**src/rtl/chain_code_decoder_pkg.sv**
```systemverilog
// Shared constants, direction lookup and state encodings for the chain-code decoder.
// Imported by the serial receiver and the contour-walking top level.
package chain_code_pkg;

    localparam int          DEF_CLK_PER_BIT = 11;
    localparam logic [3:0]  END_CODE        = 4'd8;

    localparam logic [3:0]  DIR_0 = 4'd0;
    localparam logic [3:0]  DIR_1 = 4'd1;
    localparam logic [3:0]  DIR_2 = 4'd2;
    localparam logic [3:0]  DIR_3 = 4'd3;
    localparam logic [3:0]  DIR_4 = 4'd4;
    localparam logic [3:0]  DIR_5 = 4'd5;
    localparam logic [3:0]  DIR_6 = 4'd6;
    localparam logic [3:0]  DIR_7 = 4'd7;

    typedef enum logic [2:0] {
        RX_IDLE,
        RX_WAIT_START,
        RX_START_CHK,
        RX_DATA,
        RX_STOP,
        RX_WAIT_HIGH
    } rx_state_t;

    typedef enum logic [1:0] {
        TOP_IDLE,
        TOP_RUN,
        TOP_APPLY
    } top_state_t;

    typedef struct packed {
        logic signed [1:0] dx;
        logic signed [1:0] dy;
    } delta_t;

    // Codes outside 0-7 map to a zero move; the caller decides what they mean.
    function automatic delta_t dir_delta(input logic [3:0] code);
        delta_t d;
        d.dx = 2'sb00;
        d.dy = 2'sb00;
        case (code)
            DIR_0: begin d.dx = 2'sb00; d.dy = 2'sb11; end
            DIR_1: begin d.dx = 2'sb01; d.dy = 2'sb11; end
            DIR_2: begin d.dx = 2'sb01; d.dy = 2'sb00; end
            DIR_3: begin d.dx = 2'sb01; d.dy = 2'sb01; end
            DIR_4: begin d.dx = 2'sb00; d.dy = 2'sb01; end
            DIR_5: begin d.dx = 2'sb11; d.dy = 2'sb01; end
            DIR_6: begin d.dx = 2'sb11; d.dy = 2'sb00; end
            DIR_7: begin d.dx = 2'sb11; d.dy = 2'sb11; end
            default: ;
        endcase
        return d;
    endfunction

endpackage

```
**src/rtl/chain_code_decoder_if.sv**
```systemverilog
// Control, serial line and pixel/status stream of the chain-code decoder.
// The master side drives arm/start/serial_in; the decoder is the slave.
interface chain_code_decoder_if #(
    parameter int COORD_W = 6,
    parameter int CNT_W   = 16
);
    logic               arm;
    logic [COORD_W-1:0] start_x;
    logic [COORD_W-1:0] start_y;
    logic               serial_in;
    logic               busy;
    logic               code_valid;
    logic [3:0]         code;
    logic               pixel_valid;
    logic [COORD_W-1:0] pixel_x;
    logic [COORD_W-1:0] pixel_y;
    logic [CNT_W-1:0]   step_count;
    logic               done;
    logic               error;
    logic               frame_error;
    logic               code_error;

    modport master (
        output arm, start_x, start_y, serial_in,
        input  busy, code_valid, code, pixel_valid, pixel_x, pixel_y,
               step_count, done, error, frame_error, code_error
    );

    modport slave (
        input  arm, start_x, start_y, serial_in,
        output busy, code_valid, code, pixel_valid, pixel_x, pixel_y,
               step_count, done, error, frame_error, code_error
    );
endinterface

```
**src/rtl/chain_code_uart_rx.sv**
```systemverilog
// Serial deframer for 4-bit chain codes: synchronizer, start-bit check, LSB-first data, stop check.
// Emits one-cycle code_valid / frame_error pulses; held in RX_IDLE while i_en is low.
module chain_code_uart_rx
    import chain_code_pkg::*;
#(
    parameter int CLK_PER_BIT = DEF_CLK_PER_BIT
) (
    input  logic       clk,
    input  logic       reset,
    input  logic       i_en,
    input  logic       i_serial,
    output logic       o_code_valid,
    output logic [3:0] o_code,
    output logic       o_frame_error
);
    localparam int CW   = $clog2(CLK_PER_BIT);
    localparam int HALF = CLK_PER_BIT / 2;

    logic            r_sync1;
    logic            r_sync2;
    rx_state_t       r_state;
    logic [CW-1:0]   r_cnt;
    logic [1:0]      r_bit;
    logic [3:0]      r_shreg;
    logic [3:0]      r_code;
    logic            r_cv;
    logic            r_fe;

    rx_state_t       w_state_nxt;
    logic [CW-1:0]   w_cnt_nxt;
    logic [1:0]      w_bit_nxt;
    logic [3:0]      w_shreg_nxt;
    logic [3:0]      w_code_nxt;
    logic            w_cv_nxt;
    logic            w_fe_nxt;
    logic            w_s;
    logic            w_half_hit;
    logic            w_full_hit;

    assign w_s        = r_sync2;
    assign w_half_hit = (r_cnt == CW'(HALF - 1));
    assign w_full_hit = (r_cnt == CW'(CLK_PER_BIT - 1));

    always_comb begin
        w_state_nxt = r_state;
        w_cnt_nxt   = r_cnt + 1'b1;
        w_bit_nxt   = r_bit;
        w_shreg_nxt = r_shreg;
        w_code_nxt  = r_code;
        w_cv_nxt    = 1'b0;
        w_fe_nxt    = 1'b0;
        if (!i_en) begin
            w_state_nxt = RX_IDLE;
        end else begin
            case (r_state)
                RX_IDLE: w_state_nxt = RX_WAIT_START;
                RX_WAIT_START: begin
                    if (!w_s) begin
                        w_cnt_nxt   = '0;
                        w_bit_nxt   = 2'd0;
                        w_state_nxt = RX_START_CHK;
                    end
                end
                // Mid-start-bit check rejects short low glitches.
                RX_START_CHK: begin
                    if (w_half_hit) begin
                        w_cnt_nxt   = '0;
                        w_state_nxt = w_s ? RX_WAIT_START : RX_DATA;
                    end
                end
                RX_DATA: begin
                    if (w_full_hit) begin
                        w_cnt_nxt          = '0;
                        w_shreg_nxt[r_bit] = w_s;
                        if (r_bit == 2'd3) w_state_nxt = RX_STOP;
                        else               w_bit_nxt   = r_bit + 2'd1;
                    end
                end
                RX_STOP: begin
                    if (w_full_hit) begin
                        w_cnt_nxt = '0;
                        if (w_s) begin
                            w_cv_nxt    = 1'b1;
                            w_code_nxt  = r_shreg;
                            w_state_nxt = RX_WAIT_START;
                        end else begin
                            w_fe_nxt    = 1'b1;
                            w_state_nxt = RX_WAIT_HIGH;
                        end
                    end
                end
                RX_WAIT_HIGH: begin
                    if (w_s) w_state_nxt = RX_WAIT_START;
                end
                default: w_state_nxt = RX_IDLE;
            endcase
        end
    end

    always_ff @(posedge clk) begin
        if (reset) begin
            r_sync1 <= 1'b1;
            r_sync2 <= 1'b1;
            r_state <= RX_IDLE;
            r_cnt   <= '0;
            r_bit   <= 2'd0;
            r_shreg <= 4'd0;
            r_code  <= 4'd0;
            r_cv    <= 1'b0;
            r_fe    <= 1'b0;
        end else begin
            r_sync1 <= i_serial;
            r_sync2 <= r_sync1;
            r_state <= w_state_nxt;
            r_cnt   <= w_cnt_nxt;
            r_bit   <= w_bit_nxt;
            r_shreg <= w_shreg_nxt;
            r_code  <= w_code_nxt;
            r_cv    <= w_cv_nxt;
            r_fe    <= w_fe_nxt;
        end
    end

    assign o_code_valid  = r_cv;
    assign o_code        = r_code;
    assign o_frame_error = r_fe;

endmodule

```
**src/rtl/chain_code_decoder.sv**
```systemverilog
// Chain-code decoder top: walks the contour from the armed start pixel using received codes.
// Owns position, step count, busy and the sticky done/error/frame_error/code_error flags.
module chain_code_decoder
    import chain_code_pkg::*;
#(
    parameter int CLK_PER_BIT = DEF_CLK_PER_BIT,
    parameter int COORD_W     = 6,
    parameter int CNT_W       = 16
) (
    input  logic                  clk,
    input  logic                  reset,
    chain_code_decoder_if.slave   bus
);
    top_state_t          r_state;
    logic [COORD_W-1:0]  r_start_x;
    logic [COORD_W-1:0]  r_start_y;
    logic [COORD_W-1:0]  r_pos_x;
    logic [COORD_W-1:0]  r_pos_y;
    logic [CNT_W-1:0]    r_step;
    logic                r_pix_vld;
    logic                r_busy;
    logic                r_done;
    logic                r_error;
    logic                r_ferr;
    logic                r_cerr;

    top_state_t          w_state_nxt;
    logic [COORD_W-1:0]  w_start_x_nxt;
    logic [COORD_W-1:0]  w_start_y_nxt;
    logic [COORD_W-1:0]  w_pos_x_nxt;
    logic [COORD_W-1:0]  w_pos_y_nxt;
    logic [CNT_W-1:0]    w_step_nxt;
    logic                w_pix_vld_nxt;
    logic                w_busy_nxt;
    logic                w_done_nxt;
    logic                w_error_nxt;
    logic                w_ferr_nxt;
    logic                w_cerr_nxt;

    logic                w_rx_cv;
    logic [3:0]          w_rx_code;
    logic                w_rx_fe;
    delta_t              w_delta;
    logic [COORD_W-1:0]  w_dx_ext;
    logic [COORD_W-1:0]  w_dy_ext;

    chain_code_uart_rx #(
        .CLK_PER_BIT (CLK_PER_BIT)
    ) u_rx (
        .clk           (clk),
        .reset         (reset),
        .i_en          (r_busy),
        .i_serial      (bus.serial_in),
        .o_code_valid  (w_rx_cv),
        .o_code        (w_rx_code),
        .o_frame_error (w_rx_fe)
    );

    // Sign-extended steps; plain unsigned addition then wraps modulo 2^COORD_W.
    assign w_delta  = dir_delta(w_rx_code);
    assign w_dx_ext = {{(COORD_W-2){w_delta.dx[1]}}, w_delta.dx};
    assign w_dy_ext = {{(COORD_W-2){w_delta.dy[1]}}, w_delta.dy};

    always_comb begin
        w_state_nxt   = r_state;
        w_start_x_nxt = r_start_x;
        w_start_y_nxt = r_start_y;
        w_pos_x_nxt   = r_pos_x;
        w_pos_y_nxt   = r_pos_y;
        w_step_nxt    = r_step;
        w_pix_vld_nxt = 1'b0;
        w_busy_nxt    = r_busy;
        w_done_nxt    = r_done;
        w_error_nxt   = r_error;
        w_ferr_nxt    = r_ferr;
        w_cerr_nxt    = r_cerr;
        case (r_state)
            TOP_IDLE: begin
                if (bus.arm) begin
                    w_start_x_nxt = bus.start_x;
                    w_start_y_nxt = bus.start_y;
                    w_pos_x_nxt   = bus.start_x;
                    w_pos_y_nxt   = bus.start_y;
                    w_step_nxt    = '0;
                    w_pix_vld_nxt = 1'b1;
                    w_busy_nxt    = 1'b1;
                    w_done_nxt    = 1'b0;
                    w_error_nxt   = 1'b0;
                    w_ferr_nxt    = 1'b0;
                    w_cerr_nxt    = 1'b0;
                    w_state_nxt   = TOP_RUN;
                end
            end
            TOP_RUN: begin
                if (w_rx_fe) w_ferr_nxt  = 1'b1;
                if (w_rx_cv) w_state_nxt = TOP_APPLY;
            end
            TOP_APPLY: begin
                if (w_rx_code <= DIR_7) begin
                    w_pos_x_nxt   = r_pos_x + w_dx_ext;
                    w_pos_y_nxt   = r_pos_y + w_dy_ext;
                    w_pix_vld_nxt = 1'b1;
                    if (r_step != {CNT_W{1'b1}}) w_step_nxt = r_step + 1'b1;
                    w_state_nxt   = TOP_RUN;
                end else if (w_rx_code == END_CODE) begin
                    w_done_nxt  = 1'b1;
                    w_error_nxt = (r_pos_x != r_start_x) || (r_pos_y != r_start_y);
                    w_busy_nxt  = 1'b0;
                    w_state_nxt = TOP_IDLE;
                end else begin
                    w_cerr_nxt  = 1'b1;
                    w_busy_nxt  = 1'b0;
                    w_state_nxt = TOP_IDLE;
                end
            end
            default: w_state_nxt = TOP_IDLE;
        endcase
    end

    always_ff @(posedge clk) begin
        if (reset) begin
            r_state   <= TOP_IDLE;
            r_start_x <= '0;
            r_start_y <= '0;
            r_pos_x   <= '0;
            r_pos_y   <= '0;
            r_step    <= '0;
            r_pix_vld <= 1'b0;
            r_busy    <= 1'b0;
            r_done    <= 1'b0;
            r_error   <= 1'b0;
            r_ferr    <= 1'b0;
            r_cerr    <= 1'b0;
        end else begin
            r_state   <= w_state_nxt;
            r_start_x <= w_start_x_nxt;
            r_start_y <= w_start_y_nxt;
            r_pos_x   <= w_pos_x_nxt;
            r_pos_y   <= w_pos_y_nxt;
            r_step    <= w_step_nxt;
            r_pix_vld <= w_pix_vld_nxt;
            r_busy    <= w_busy_nxt;
            r_done    <= w_done_nxt;
            r_error   <= w_error_nxt;
            r_ferr    <= w_ferr_nxt;
            r_cerr    <= w_cerr_nxt;
        end
    end

    assign bus.busy        = r_busy;
    assign bus.code_valid  = w_rx_cv;
    assign bus.code        = w_rx_code;
    assign bus.pixel_valid = r_pix_vld;
    assign bus.pixel_x     = r_pos_x;
    assign bus.pixel_y     = r_pos_y;
    assign bus.step_count  = r_step;
    assign bus.done        = r_done;
    assign bus.error       = r_error;
    assign bus.frame_error = r_ferr;
    assign bus.code_error  = r_cerr;

endmodule

```
**src/flat_wrapper.sv**
```systemverilog
// flat-port wrapper written by rule: the top's interface ports become plain ports
module chain_code_decoder_flat import chain_code_pkg::*;
#(
    parameter int CLK_PER_BIT = DEF_CLK_PER_BIT,
    parameter int COORD_W     = 6,
    parameter int CNT_W       = 16
)
  (clk, reset, bus_arm, bus_start_x, bus_start_y, bus_serial_in, bus_busy, bus_code_valid, bus_code, bus_pixel_valid, bus_pixel_x, bus_pixel_y, bus_step_count, bus_done, bus_error, bus_frame_error, bus_code_error);
  chain_code_decoder_if #(.COORD_W(COORD_W), .CNT_W(CNT_W)) bus_i ();
  input  logic clk;
  input  logic reset;
  input wire logic [$bits(bus_i.arm)-1:0] bus_arm;
  input wire logic [$bits(bus_i.start_x)-1:0] bus_start_x;
  input wire logic [$bits(bus_i.start_y)-1:0] bus_start_y;
  input wire logic [$bits(bus_i.serial_in)-1:0] bus_serial_in;
  output wire logic [$bits(bus_i.busy)-1:0] bus_busy;
  output wire logic [$bits(bus_i.code_valid)-1:0] bus_code_valid;
  output wire logic [$bits(bus_i.code)-1:0] bus_code;
  output wire logic [$bits(bus_i.pixel_valid)-1:0] bus_pixel_valid;
  output wire logic [$bits(bus_i.pixel_x)-1:0] bus_pixel_x;
  output wire logic [$bits(bus_i.pixel_y)-1:0] bus_pixel_y;
  output wire logic [$bits(bus_i.step_count)-1:0] bus_step_count;
  output wire logic [$bits(bus_i.done)-1:0] bus_done;
  output wire logic [$bits(bus_i.error)-1:0] bus_error;
  output wire logic [$bits(bus_i.frame_error)-1:0] bus_frame_error;
  output wire logic [$bits(bus_i.code_error)-1:0] bus_code_error;
  assign bus_i.arm = bus_arm;
  assign bus_i.start_x = bus_start_x;
  assign bus_i.start_y = bus_start_y;
  assign bus_i.serial_in = bus_serial_in;
  assign bus_busy = bus_i.busy;
  assign bus_code_valid = bus_i.code_valid;
  assign bus_code = bus_i.code;
  assign bus_pixel_valid = bus_i.pixel_valid;
  assign bus_pixel_x = bus_i.pixel_x;
  assign bus_pixel_y = bus_i.pixel_y;
  assign bus_step_count = bus_i.step_count;
  assign bus_done = bus_i.done;
  assign bus_error = bus_i.error;
  assign bus_frame_error = bus_i.frame_error;
  assign bus_code_error = bus_i.code_error;
  chain_code_decoder #(.CLK_PER_BIT(CLK_PER_BIT), .COORD_W(COORD_W), .CNT_W(CNT_W)) u_core (.clk(clk), .reset(reset), .bus(bus_i));
endmodule
```
**config.mk**
```make
export PLATFORM = sky130hd
export DESIGN_NAME = chain_code_decoder_flat
export DESIGN_NICKNAME = d
export VERILOG_FILES = /design/src/rtl/chain_code_decoder_pkg.sv /design/src/rtl/chain_code_decoder_if.sv /design/src/rtl/chain_code_uart_rx.sv /design/src/rtl/chain_code_decoder.sv /design/src/flat_wrapper.sv
export SDC_FILE = /design/constraint.sdc
export NUM_CORES = 1
export LEC_CHECK = 0
export CAP_MARGIN = 20
export CELL_PAD_IN_SITES_DETAIL_PLACEMENT = 2
export CELL_PAD_IN_SITES_GLOBAL_PLACEMENT = 2
export CORE_MARGIN = 1
export CORE_UTILIZATION = 29
export DETAILED_ROUTE_END_ITERATION = 8
export GPL_TIMING_DRIVEN = 1
export PLACE_DENSITY_LB_ADDON = 0.12
export SETUP_SLACK_MARGIN = 0.1
export SYNTH_ARGS = -nofsm -noshare
export SYNTH_HDL_FRONTEND = slang
export SYNTH_SLANG_ARGS = --single-unit
```
**constraint.sdc**
```tcl
create_clock -name clk -period 2.6 [get_ports clk]
set_input_delay 0.39 -clock clk [delete_from_list [all_inputs] [get_ports clk]]
set_output_delay 0.39 -clock clk [all_outputs]
set_load 0.05 [all_outputs]
```
## After elaboration in Yosys (flattened, before gate mapping)

Index checks and enable logic that the tools add are counted.

- Register bits: 69
- Bits of input ports: 16
- Output and inout port bits: 39
- Logic and storage cells: 147

- Add/subtract/negate cells: 5
- Magnitude comparators: 3
- Equal/unequal tests: 36
- Mux-type cells: 56
- Bitwise operators: 3
- Reductions and logical operators: 23

Operators by type and width:

| kind | number |
|---|---|
| $mux 16 | 3 |
| $pmux 16 s2 | 1 |
| $pmux 4 s8 | 1 |
| $mux 6 | 4 |
| $ne 2x2->1 const B | 12 |
| $pmux 6 s2 | 2 |
| $mux 3 | 7 |
| $eq 4x3->1 const B | 5 |
| $pmux 3 s6 | 1 |
| $add 16x1->16 const B | 1 |
| $mux 1 | 16 |
| $mux 4 | 4 |
| $ne 16x16->1 const B | 1 |
| $reduce_and 4->1 | 4 |
| $add 6x6->6 | 2 |
| $mux 2 | 6 |
| $ne 6x6->1 | 2 |
| $pmux 1 s2 | 6 |
| $pmux 4 s3 | 1 |
| $reduce_and 3->1 | 4 |
| $eq 4x2->1 const B | 2 |
| $eq 4x4->1 const B | 2 |
| $eq 3x2->1 const B | 2 |
| $eq 3x3->1 const B | 2 |
| 26 further kinds | 35 |

## Logic depth before layout (Yosys ltp)

Gate-level depths: netlist of run 1.

- Depth in word-level cells: 5
- Mapped depth: 11
- Depth with buffers taken out: 10

## By module

A second synthesis of run 1 with hierarchy kept.

- Cell total of the unflattened synthesis: 445
- Area, all modules: 3838.7 µm²

By module, submodules not included:

| module | instances | cells each | area an instance (µm²) | seq. area each (µm²) |
|---|---|---|---|---|
| chain_code_decoder | 1 | 329 | 2740.1 | 960.9 |
| chain_code_uart_rx | 1 | 116 | 1098.6 | 420.4 |

## Worst setup path after synthesis of run 1

OpenSTA, ideal clock, no wires.

- Path kind: reg-to-reg
- Start point: register u_core.u_rx.r_code[3], in the netlist u_core.u_rx.o_code[3]
- End point: register u_core.r_pos_y[5], in the netlist u_core.bus.pixel_y[5]
- Arrival time: 2.780 ns
- Slack: -0.237 ns
- Stages on the path, launching flop included: 10
- Buffers on the path: 1
- Clock period less this slack: 2.837 ns
- Path through: dfxtp_1 > buf_4 > or3_1 > nand2_1 > ha_1 > a211oi_1 > o21ai_0 > or4_1 > a311oi_1 > a21o_1

- Cells in the longest elaborated chain, start to end: 5

RTL lines:

| item | line | source |
|---|---|---|
| from (decl) | chain_code_uart_rx.sv:25 | `logic [3:0] r_code;` |
| from (signal assigned) | chain_code_uart_rx.sv:118 | `r_code <= w_code_nxt;` |
| $eq 4x3->1 (tied with other cells) | chain_code_decoder_pkg.sv:42 | `case (code)` |
| $pmux 4 s8 | chain_code_decoder_pkg.sv:42 |  |
| $add 6x6->6 | chain_code_decoder.sv:101 | `w_pos_y_nxt = r_pos_y + w_dy_ext;` |
| $mux 6 | chain_code_decoder.sv:99 | `if (w_rx_code <= DIR_7) begin` |
| $pmux 6 s2 | chain_code_decoder.sv:77 | `case (r_state)` |
| to (signal assigned) | chain_code_decoder.sv:139 | `r_pos_y <= w_pos_y_nxt;` |
| to (decl) | chain_code_decoder.sv:18 | `logic [COORD_W-1:0] r_pos_y;` |

Parallel ways exist; a longest one is shown, timed or not. The select of a mux whose other input is x is not followed.
A chain may end at the register's enable or synchronous reset.

## Final worst setup path of run 1

- Start point: register u_core.u_rx.r_code[1], in the netlist u_core.u_rx.o_code[1]
- End point: register u_core.r_pos_y[5], in the netlist u_core.bus.pixel_y[5]

Same word-level chain as after synthesis.

==> impl_metrics.ini, run 1 <==
[power_and_ir_drop]
power.leakage_nw = 1.85
clockPowerShare = 0.451
power_density_nw_per_um2 = 557
seqPwrFrac = 0.410
peakVddDrop_mv = 0.263
p_sw_w = 0.000759
power.internal_w = 0.00201
power_w = 0.00276
combPwrFrac = 0.139
swShare = 0.274

[layout]
n_fill_cell = 1484
area.sequential_sq_um = 1390
utilization = 0.390
final_nets = 549
post-route-cell-area_sq_um = 4960
layoutNonFillerInstCount = 690
multi_input_area_sq_um = 2330
drive_above_1_share = 0.120
area_growth_pct = 30.1
antenna_cells = 0

[timing]
rsz0062_at_grt = true
clock.fmax_ghz = 0.415
period_share = 0.926
hold_viol_final = 0
tns_ns = 0
period_needed_ns = 2.41
slew-limit-headroom = 0.627
final_max_slew_viol_count = 0
skew_ns = 0.00535
worstMarginPinSlew_ns = 0.557
setup_violations = 0

[synthesis]
netlist_instances = 455
post-synth-top-area-fraction = 0.362
synth_nets = 491
synthesis.area_sq_um = 3820
synth_area_leaders = dfxtp_1 36%, nand2_1 6.0%, ha_1 5.9%
synth-seq-cells = 69
ys_seq_area_frac = 0.362
synth_cell_types = 63
synthArstFlopShare = 0
synth_top_flop_cell = dfxtp_1
ys_warn_count = 0
yosys-top-cells-count = 69 x dfxtp_1, 61 x nand2_1, 46 x nor2_1
synth_most_common_cell = dfxtp_1
synth-edff-count = 0
yosysTopAreaCell = dfxtp_1
avgSynthCellArea_sq_um = 8.39

[global_routing]
grt_pass1_wl_microns = 20300
track_usage = 0.199
grt_overflow = 0
grt_max_degree = 33
antenna_found_initial = 0
grt_pass1_vias = 3827

[clock_network]
path_clk_slew_ns = 0.06
clk_path_buf_depth = 2
cts_max_level = 3
cts_tree = yes
cts_buffers = 9
clock_latency_ns = 0.34
hold_buffers = 0
root_buffer = clkbuf_16
clkSinkCount = 69

[detailed_routing]
wl_met2_microns = 6050
drt_wl_total_microns = 12400
met3_length_microns = 493
dr_total_vias = 3534
highest_layer = met4
wl_met1_microns = 5750
viasPerCell = 5.12
ant_nets = 0
drtIter0Drc = 93
wl_per_cell_microns = 18.0
firstDrtPassIters = 4
remaining_drc_errors = 0

[die]
initial_core_util = 0.300
io_pins = 55
die_y_microns = 117
num_rows = 41
core_area_sq_um = 12700
die_x_microns = 117
die_area_sq_um = 13600

[critical_path]
end_kind = register
worst_ep_arrival_time_ns = 2.70
crit_path_cell_trace = or3_4 -> nand2_8 -> ha_1 -> a211oi_2 -> o21ai_2 -> or4_1 -> a311oi_2 -> a21o_1
required_ns = 2.89
critPathMaxStageDelay_ns = 0.45
path_delay_family = simple AND/OR/NAND/NOR gates
crit_buf_inv = 0
start_kind = register
path_class = register to register
crit_slowest_cell = or3_4
path_max_fanout = 9

[place]
gp_congestion = 0.786
place_hpwl_microns = 9020
io_buffers = 54
placed_cells = 673
placed_cell_area_sq_um = 4620

[outcome]
status = finished, final reports clean

[hold_path]
hold_path.class = register to register

[flow_run]
maxCapViolations = 0
## routing by layer
| metal | global-route usage | up-vias |
|---|---|---|
| met5 | 0 | - |
| met2 | 0.340 | 49 |
| met3 | 0.0555 | 8 |
| li1 | - | 1729 |
| met4 | 0.0557 | 0 |
| met1 | 0.243 | 1748 |
## placed cells by master (no fill, tap or decap), types with 13 or more instances in the layout
cell type / count
nor2_1: 46
a211oi_1: 13
buf_4: 17
nand2_1: 60
a21oi_1: 30
ha_1: 18
xnor2_1: 20
dfxtp_1: 65
inv_1: 20
clkdlybuf4s50_1: 53
## per-stage QoR
stage | setup slack [ns] | hold WS, ns
2_1_floorplan | 0.108 | 0.389
3_3_place_gp | 0.229 | 0.400
3_5_place_dp | 0.0108 | 0.404
4_1_cts | 0.0997 | 0.424
5_1_grt | 0.0954 | 0.438
6_report | 0.192 | 0.417
## timing repair
| item | CTS | global route |
|---|---|---|
| hold endpoints to repair | 0 | 0 |
| setup buffers | 0 | 1 |
| resized for setup | 2 | 11 |
| endpoints found under the setup margin | 2 | 4 |
| pin swaps | 0 | 3 |
## final timing paths
path	from	end	slack, ns	depth (start not counted)
hold / removal	u_core.u_rx.r_sync1	u_core.u_rx.r_sync2	0.42	1
setup reg to reg	u_core.u_rx.o_code[1]	u_core.bus.pixel_y[5]	0.19	8
setup / recovery	u_core.u_rx.o_code[1]	u_core.bus.pixel_y[5]	0.19	8
hold reg to reg	u_core.u_rx.r_sync1	u_core.u_rx.r_sync2	0.42	1
## worst register-to-register path, stage by stage, from the launching register on
cell	delay [ns]
dfxtp_2	0.36
or3_4	0.45
nand2_8	0.12
ha_1	0.25
a211oi_2	0.24
o21ai_2	0.12
or4_1	0.43
a311oi_2	0.27
a21o_1	0.11
## cells by family after synthesis
group,count (synthesis),synth area share
buf+inv,44,0.0459
fa+ha+maj,20,0.0695
mux,13,0.0344
flops,69,0.362
xor+xnor,23,0.0528
simple gates,186,0.250
compound gates,100,0.186
## sequential cells by signal, indices dropped and copies added (netlist names), 2 cells and up
name / count
u_core.r_start_x: 6
u_core.u_rx.r_bit: 2
u_core.bus.pixel_y: 6
u_core.u_rx.r_cnt: 4
u_core.u_rx.r_shreg: 4
u_core.r_start_y: 6
u_core.r_state: 2
u_core.u_rx.o_code: 4
u_core.bus.pixel_x: 6
u_core.bus.step_count: 16
u_core.u_rx.r_state: 3
## area by class of cell
type | instances | area share
clock buffers | 11 | 0.0489
repair buffers | 71 | 0.134
inverters | 20 | 0.0151
well taps | 172 | 0.0433
clock inverters | 5 | 0.0101
flip-flops and latches | 69 | 0.280
multi-input cells | 342 | 0.469
## power groups by stage
stage | clock, W | sequential (W) | combinational (W)
2_1_floorplan | 0 | 0.00120 | 0.000181
3_3_place_gp | 0 | 0.00116 | 0.000365
3_5_place_dp | 0 | 0.00116 | 0.000376
4_1_cts | 0.00129 | 0.00114 | 0.000381
5_1_grt | 0.00133 | 0.00114 | 0.000418
6_report | 0.00125 | 0.00113 | 0.000383
Power figures use the tool's default switching activity.
==> run 2, diff against run 1 <==
Settings changed: CORE_MARGIN 1 to 8.
==> impl_metrics.ini, run 2 (synthesis gave the netlist of run 1 again) <==
[outcome]
status = finished, final reports clean

[critical_path]
crit_buf_inv = 0
path_class = register to register
end_kind = register
path_max_fanout = 9
path_delay_family = simple AND/OR/NAND/NOR gates
crit_slowest_cell = or3_4
required_ns = 2.89
crit_path_cell_trace = or3_4 -> nand2_8 -> ha_1 -> a211oi_2 -> o21ai_2 -> or4_1 -> a311oi_2 -> a21o_1
worst_ep_arrival_time_ns = 2.66
critPathMaxStageDelay_ns = 0.43
start_kind = register

[die]
num_rows = 42
initial_core_util = 0.293
io_pins = 55
die_area_sq_um = 17100
core_area_sq_um = 13000
die_x_microns = 131
die_y_microns = 131

[global_routing]
grt_pass1_vias = 3775
grt_pass1_wl_microns = 20500
grt_max_degree = 37
antenna_found_initial = 0
track_usage = 0.154
grt_overflow = 0

[clock_network]
clock_latency_ns = 0.34
cts_tree = yes
path_clk_slew_ns = 0.05
clk_path_buf_depth = 2
clkSinkCount = 69
root_buffer = clkbuf_16
cts_max_level = 3
hold_buffers = 0
cts_buffers = 9

[power_and_ir_drop]
seqPwrFrac = 0.417
swShare = 0.269
p_sw_w = 0.000733
power.leakage_nw = 1.83
combPwrFrac = 0.136
peakVddDrop_mv = 0.259
clockPowerShare = 0.447
power.internal_w = 0.00199
power_density_nw_per_um2 = 550

[layout]
final_cell_mix = 65 x dfxtp_1, 60 x nand2_1, 53 x clkdlybuf4s50_1
post-route-cell-area_sq_um = 4960
area_growth_pct = 29.9
final_nets = 548
final_common_cell = dfxtp_1
antenna_cells = 0
drive_above_1_share = 0.112
n_fill_cell = 1506
largest_reg_flops = 16

[timing]
setup_violations = 0
hold-worst-slack_ns = 0.421
final_max_slew_viol_count = 0
worstMarginPinSlew_ns = 0.565
tns_ns = 0
period_needed_ns = 2.37
period_share = 0.913
slew-limit-headroom = 0.622
clock.fmax_ghz = 0.421
hold_viol_final = 0
rsz0062_at_grt = true
skew_ns = 0.00279

[detailed_routing]
ant_nets = 0
drt_wl_total_microns = 12500
viasPerCell = 5.08
remaining_drc_errors = 0
dr_total_vias = 3521
wl_per_cell_microns = 18.0
drtIter0Drc = 183
firstDrtPassIters = 4

[place]
place_hpwl_microns = 9020
io_buffers = 54
gp_congestion = 0.712
placed_cell_area_sq_um = 4600

[flow_run]
maxCapViolations = 0

[hold_path]
hold_path.class = register to register
-- run 2: worst paths after layout --
check / endpoint / depth (start not counted) / slack, ns / start
setup / recovery: u_core.bus.pixel_y[5] / 8 / 0.23 / u_core.u_rx.o_code[1]
hold / removal: u_core.u_rx.r_sync2 / 1 / 0.42 / u_core.u_rx.r_sync1
setup reg to reg: u_core.bus.pixel_y[5] / 8 / 0.23 / u_core.u_rx.o_code[1]
hold reg to reg: u_core.u_rx.r_sync2 / 1 / 0.42 / u_core.u_rx.r_sync1
-- run 2: through the flow --
| step | cells | setup WS [ns] | power (W) | utilization |
|---|---|---|---|---|
| global placement | 674 | 0.220 | 0.00152 | 0.353 |
| detailed placement | 674 | 0.107 | 0.00153 | 0.353 |
| global route | 693 | 0.0774 | 0.00285 | 0.380 |
| CTS | 690 | 0.124 | 0.00276 | 0.376 |
| floorplan | 455 | 0.108 | 0.00138 | - |
| finish | 693 | 0.226 | 0.00273 | 0.380 |
-- run 2: power groups by stage --
stage,logic [W],registers (W),clock network (W)
floorplan,0.000181,0.00120,0
global placement,0.000356,0.00116,0
detailed placement,0.000364,0.00116,0
CTS,0.000368,0.00114,0.00125
global route,0.000408,0.00114,0.00130
finish,0.000370,0.00114,0.00122
-- run 2: cell type report --
| cell class | instances | area [sq um] | area share |
|---|---|---|---|
| clock buffer | 16 | 292 | 0.0588 |
| inverter | 20 | 75.1 | 0.0151 |
| multi-input combinational | 342 | 2320 | 0.469 |
| sequential | 69 | 1390 | 0.280 |
| tap | 176 | 220 | 0.0444 |
| timing repair buffer | 70 | 656 | 0.132 |
-- run 2: timing repair --
item                                   4_1_cts  5_1_grt
pin swaps                                    0        3
setup endpoints to repair                    3        3
buffers inserted                             0        3
endpoints found under the hold margin        0        0
gates resized for setup                      4        8
-- run 2: per-layer routing --
metal  up-vias  wire length (microns)  track usage
met5         -                      0            0
met4         0                    164       0.0608
met3        10                    529       0.0345
met2        39                   5760        0.248
met1      1744                   6030        0.197
li1       1728                      -            -
